[src/rtl/stopwatch_pkg.sv]
// rtl/stopwatch_pkg.sv - shared state encoding and prescaler divide rule for the stopwatch front-end
package stopwatch_pkg;

  localparam logic [1:0] ST_IDLE  = 2'd0;
  localparam logic [1:0] ST_RUN   = 2'd1;
  localparam logic [1:0] ST_PAUSE = 2'd2;
  localparam logic [1:0] ST_LAP   = 2'd3;

  typedef enum logic [1:0] {
    SW_IDLE  = ST_IDLE,
    SW_RUN   = ST_RUN,
    SW_PAUSE = ST_PAUSE,
    SW_LAP   = ST_LAP
  } sw_state_e;

  // Number of clk cycles per count-enable pulse; callers must keep it an integer >= 2.
  function automatic int calc_div(input int clk_hz, input int tick_hz);
    return clk_hz / tick_hz;
  endfunction

endpackage

[src/rtl/btn_debounce.sv]
// rtl/btn_debounce.sv - pushbutton synchronizer, debounce filter and press-event pulse
module btn_debounce #(
  parameter int DEBOUNCE_CYCLES = 1000000
) (
  input  logic clk,
  input  logic reset,
  input  logic key_n,
  output logic press
);

  localparam int             CW      = $clog2(DEBOUNCE_CYCLES + 1);
  localparam logic [CW-1:0]  CNT_MAX = CW'(DEBOUNCE_CYCLES - 1);

  logic          sync1;
  logic          sync2;
  logic          deb;
  logic          deb_prev;
  logic [CW-1:0] cnt;

  // Two-flop synchronizer; idles at the released level.
  always_ff @(posedge clk) begin
    if (reset) begin
      sync1 <= 1'b1;
      sync2 <= 1'b1;
    end else begin
      sync1 <= key_n;
      sync2 <= sync1;
    end
  end

  // Accept a new level only after DEBOUNCE_CYCLES consecutive differing samples.
  always_ff @(posedge clk) begin
    if (reset) begin
      cnt <= '0;
      deb <= 1'b1;
    end else if (sync2 == deb) begin
      cnt <= '0;
    end else if (cnt == CNT_MAX) begin
      cnt <= '0;
      deb <= sync2;
    end else begin
      cnt <= cnt + CW'(1);
    end
  end

  // One registered pulse on the debounced press edge; release is silent.
  always_ff @(posedge clk) begin
    if (reset) begin
      deb_prev <= 1'b1;
      press    <= 1'b0;
    end else begin
      deb_prev <= deb;
      press    <= deb_prev & ~deb;
    end
  end

endmodule

[src/rtl/stopwatch_ctrl.sv]
// rtl/stopwatch_ctrl.sv - stopwatch FSM, 1 Hz count-enable prescaler and counter-stage controls
module stopwatch_ctrl
  import stopwatch_pkg::*;
#(
  parameter int CLK_HZ          = 50000000,
  parameter int TICK_HZ         = 1,
  parameter int DEBOUNCE_CYCLES = 1000000
) (
  input  logic       clk,
  input  logic       reset,
  input  logic       key_start_n,
  input  logic       key_lap_n,
  output logic       tick_en,
  output logic       clr,
  output logic       freeze,
  output logic       running,
  output logic [1:0] state
);

  localparam int            DIV       = calc_div(CLK_HZ, TICK_HZ);
  localparam int            PW        = (DIV > 2) ? $clog2(DIV) : 1;
  localparam logic [PW-1:0] PRESC_MAX = PW'(DIV - 1);

  logic          ev_s;
  logic          ev_l;
  sw_state_e     state_q;
  sw_state_e     state_d;
  logic          clr_d;
  logic          freeze_d;
  logic          running_d;
  logic [PW-1:0] presc_q;
  logic          active;

  btn_debounce #(.DEBOUNCE_CYCLES(DEBOUNCE_CYCLES)) u_db_start (
    .clk   (clk),
    .reset (reset),
    .key_n (key_start_n),
    .press (ev_s)
  );

  btn_debounce #(.DEBOUNCE_CYCLES(DEBOUNCE_CYCLES)) u_db_lap (
    .clk   (clk),
    .reset (reset),
    .key_n (key_lap_n),
    .press (ev_l)
  );

  assign state  = state_q;
  assign active = (state_q == SW_RUN) || (state_q == SW_LAP);

  // Next state and decoded outputs; a start event always takes priority over lap.
  always_comb begin
    state_d = state_q;
    clr_d   = 1'b0;
    case (state_q)
      SW_IDLE: begin
        if (ev_s) state_d = SW_RUN;
      end
      SW_RUN: begin
        if (ev_s)      state_d = SW_PAUSE;
        else if (ev_l) state_d = SW_LAP;
      end
      SW_LAP: begin
        if (ev_s)      state_d = SW_PAUSE;
        else if (ev_l) state_d = SW_RUN;
      end
      SW_PAUSE: begin
        if (ev_s) begin
          state_d = SW_RUN;
        end else if (ev_l) begin
          state_d = SW_IDLE;
          clr_d   = 1'b1;
        end
      end
      default: state_d = SW_IDLE;
    endcase
    freeze_d  = (state_d == SW_LAP);
    running_d = (state_d == SW_RUN) || (state_d == SW_LAP);
  end

  // State register with outputs registered alongside so they align with state.
  always_ff @(posedge clk) begin
    if (reset) begin
      state_q <= SW_IDLE;
      clr     <= 1'b0;
      freeze  <= 1'b0;
      running <= 1'b0;
    end else begin
      state_q <= state_d;
      clr     <= clr_d;
      freeze  <= freeze_d;
      running <= running_d;
    end
  end

  // Prescaler: counts while timing, holds in PAUSE so the partial second survives.
  always_ff @(posedge clk) begin
    if (reset) begin
      presc_q <= '0;
      tick_en <= 1'b0;
    end else begin
      tick_en <= 1'b0;
      if (state_q == SW_IDLE || clr_d) begin
        presc_q <= '0;
      end else if (active) begin
        if (presc_q == PRESC_MAX) begin
          presc_q <= '0;
          tick_en <= 1'b1;
        end else begin
          presc_q <= presc_q + PW'(1);
        end
      end
    end
  end

endmodule

[config.mk]
export PLATFORM = sky130hd
export DESIGN_NAME = stopwatch_ctrl
export DESIGN_NICKNAME = d
export VERILOG_FILES = /design/src/rtl/stopwatch_pkg.sv /design/src/rtl/btn_debounce.sv /design/src/rtl/stopwatch_ctrl.sv
export SDC_FILE = /design/constraint.sdc
export NUM_CORES = 1
export LEC_CHECK = 0
export CORE_UTILIZATION = 30
export CTS_CLUSTER_DIAMETER = 50
export CTS_CLUSTER_SIZE = 30
export DETAILED_ROUTE_END_ITERATION = 8
export GPL_ROUTABILITY_DRIVEN = 0
export SETUP_SLACK_MARGIN = 0.5
export SYNTH_ARGS = -nofsm -noshare
export SYNTH_HDL_FRONTEND = slang
export SYNTH_SLANG_ARGS = --single-unit
[constraint.sdc]
create_clock -name clk -period 3.34 [get_ports clk]
set_clock_uncertainty 0.05 [all_clocks]
set_input_delay 0.501 -clock clk [delete_from_list [all_inputs] [get_ports clk]]
set_output_delay 0.501 -clock clk [all_outputs]
set_load 0.02 [all_outputs]
==> summary.md <==
| Metric | Value |
|---|---|
| CP startpoint kind | register |
| Row Count | 39 |
| Endpoints failing setup | 0 |
| First drt pass iteration count | 6 |
| CTS root buf | clkbuf_16 |
| DR WL/cell | 12.7 µm |
| Worst setup EP type | register |
| Share of layout cells above drive strength 1 | 9.18% |
| Number of synthesized register bits | a little over 80 |
| Final global-route overflow total | 0 |
| Final Max Slew Viols | 0 |
| Count of final hold-check violations | 0 |
| Crit Path Max Fanout | 20 |
| Register area share after synthesis | approximately 45% |
| Syn_area_per_cell | roughly 9 µm² |
| Nets | 417 |
| Vias in the first global route | between 2,000 and 3,000 |
| Fmax | 397 MHz |
| Failing checks | DRC |
| Slew headroom | 22.1% |
| Clock buffer count from CTS | 9 |
| Critical Path AT | about 2.7 ns |
| Area growth syn-to-layout | 14.7% |
| Hold crit path type | register to register |
| Largest net degree at the start of global routing | 27 |
| TritonCTS clock tree | done |
| Die Area | around 13,000 µm² |
| PD cells | 495 nW/µm² |
| # port buffers | 9 |
| H-tree levels | 3 |
| Hold_buf cts | 0 |
| I/O Pins | 10 |
| Distinct cells, synth | 46 |
| Leakage | 1.30 nW |
| Biggest regs | presc_q: 26 flops, u_db_lap.cnt: 20 flops, u_db_start.cnt: 20 flops |
| Met3 wire len | 217 µm |
| Global-route wire length before repair | 12,400 µm |
| Detailed-route vias per instance | 5.25 |
| DRC violations left | 2 |
| Chip Height | 112 µm |
| Post_cts resized | 0 |
| Core Area | 11,600 µm² |
| Pre-CTS WS | around 0.82 ns |
| Initial antenna violation count | 0 |
| CP Class | register to register |
| CTS clk-pin slew, worst paths | around 0.06 ns |
| Synth warnings | 0 |
| Status | complete, but fails checks |
| Worst-Skew Late Latency | 0.34 ns |
| VDD IR max | 0.000263 V |
| # clock sinks | 81 |
| Metal-1 WL | between 3000 and 4000 µm |
| Highest routed layer | met4 |
| Mapped Area | between 3000 and 4000 µm² |
| Number of flip-flops in the largest register | 26 |
| Post-synth EDFFs | 0 |
| Setup TNS Final | 0 ns |
| N_diodes | 0 |
| GRT Resource Usage Total | around 12% |
| DP HPWL | 4800 µm |
| Slew of the pin with the lowest slew margin | 1.17 ns |
| Post-Syn Instances | about 400 |
| Top FF cell, synth | dfxtp_1 |
| PnR worst setup slack | 0.822 ns |
| Syn_nets | 411 |
| Die width | roughly 110 µm |
| Final design utilization | roughly 36% |
| Max_cap viols | 0 |
| DR iter-0 viols | 151 |
| WL final | 7090 µm |
| Clk buf depth | 2 |
| Crit path time final | 2.52 ns |
| Fillers | ~1,200 |
| Post-synth ARST share | 0% |
| Via count | 2,925 |
| Critical Path RT | 3.48 ns |
| Post-CTS Setup Inserts | 0 |
| RSZ-0062 raised after global routing | no |
| Top reg by flops | presc_q |
| WL met2 | approximately 3400 µm |
| Initial Util | 31.2% |
| Final worst-path cycle share | between 70% and 80% |
| Final antenna-violating net count | 0 |
[cells by family after synthesis]
group	after synthesis	synth area share (%)
flip-flops	81	44.8
XOR/XNOR	40	9.67
multiplexers	1	0.276
AO/OA/AOI/OAI	60	10.4
buffers and inverters	29	3.70
AND/OR/NAND/NOR	188	29.8
adder cells (fa/ha/maj)	4	1.38
[area by class of cell]
type,instances,area [µm²],area share (%)
clock inverters,7,103,2.47
flip-flops and latches,81,1620,39.0
clock buffers,9,225,5.42
repair buffers,12,113,2.71
well taps,143,179,4.30
inverters,12,45.0,1.08
multi-input cells,293,1870,45.0
[power by group]
| group | internal [mW] | leakage (nW) | switching (mW) | total [mW] |
|---|---|---|---|---|
| clock | 0.663 | 0.162 | 0.407 | 1.07 |
| combinational | 0.00712 | 0.480 | 0.00919 | 0.0163 |
| sequential | 0.969 | 0.653 | 0.00162 | 0.970 |
| total | 1.64 | 1.30 | 0.418 | 2.06 |
[final timing paths]
kind | from | end | slack [ns] | cells past startpoint
hold / removal | u_db_start.deb_prev | u_db_start.press | 0.36 | 2
setup reg to reg | u_db_lap.cnt[12] | u_db_lap.cnt[5] | 0.82 | 4
hold reg to reg | u_db_start.deb_prev | u_db_start.press | 0.36 | 2
setup / recovery | u_db_lap.cnt[12] | u_db_lap.cnt[5] | 0.82 | 4
[routing by layer]
metal,vias to the layer above,GRT usage [%]
met1,1398,14.3
met4,0,5.50
met3,15,4.08
met5,-,0
li1,1472,-
met2,40,20.0
[cells in the mapped netlist (3+ instances only)]
cell | n | share of area, %
nand4_1 | 19 | 3.3
and3_1 | 10 | 1.7
buf_4 | 3 | 0.62
a211oi_1 | 7 | 1.5
nand2_1 | 19 | 2.0
or2_2 | 8 | 1.4
xnor2_1 | 19 | 4.6
clkbuf_1 | 7 | 0.73
o31ai_1 | 7 | 1.5
nor3_1 | 22 | 3.0
inv_1 | 12 | 1.2
nor4_1 | 4 | 0.69
a21oi_1 | 16 | 2.2
ha_1 | 4 | 1.4
xor2_1 | 21 | 5.1
dfxtp_1 | 81 | 45
or3_1 | 17 | 2.9
nor2_1 | 34 | 3.5
or4_1 | 11 | 2.3
and4_1 | 7 | 1.7
nor4b_1 | 3 | 0.73
o21ai_0 | 20 | 2.8
a211oi_2 | 3 | 1.0
and2_1 | 3 | 0.52
buf_2 | 4 | 0.55
nand3_1 | 19 | 2.6
[per-stage QoR]
step	hold slack [ns]	std cells	total power [mW]	cell area (µm²)
after floorplan	0.339	403	1.00	3620
after global placement	0.348	541	1.01	3830
after detailed placement	0.350	541	1.01	3830
after CTS	0.359	557	2.08	4160
after global routing	0.381	557	2.13	4160
final	0.356	557	2.06	4160
[worst max-delay path: stages, from the launching register on]
cell and delay [ns]:
dfxtp_1 0.36, or4b_2 0.67, or4_1 0.49, o211ai_2 0.68
nor2_1 0.13
[placed cells by master (no fill, tap or decap), types with 3 or more instances in the layout]
cell,n
nand4_1,19
a211oi_2,3
and3_1,10
nor2_1,34
clkbuf_16,9
or4_1,11
buf_4,3
or2_2,8
and4_1,7
a211oi_1,7
clkdlybuf4s50_1,9
xor2_1,21
a21oi_1,16
o21ai_0,20
xnor2_1,19
nand2_1,19
and2_1,3
o31ai_1,7
or3_1,17
nor4b_1,3
inv_1,12
ha_1,4
nor3_1,22
nor4_1,4
dfxtp_1,81
nand3_1,19
No activity file was read; power rests on OpenSTA's default activity.
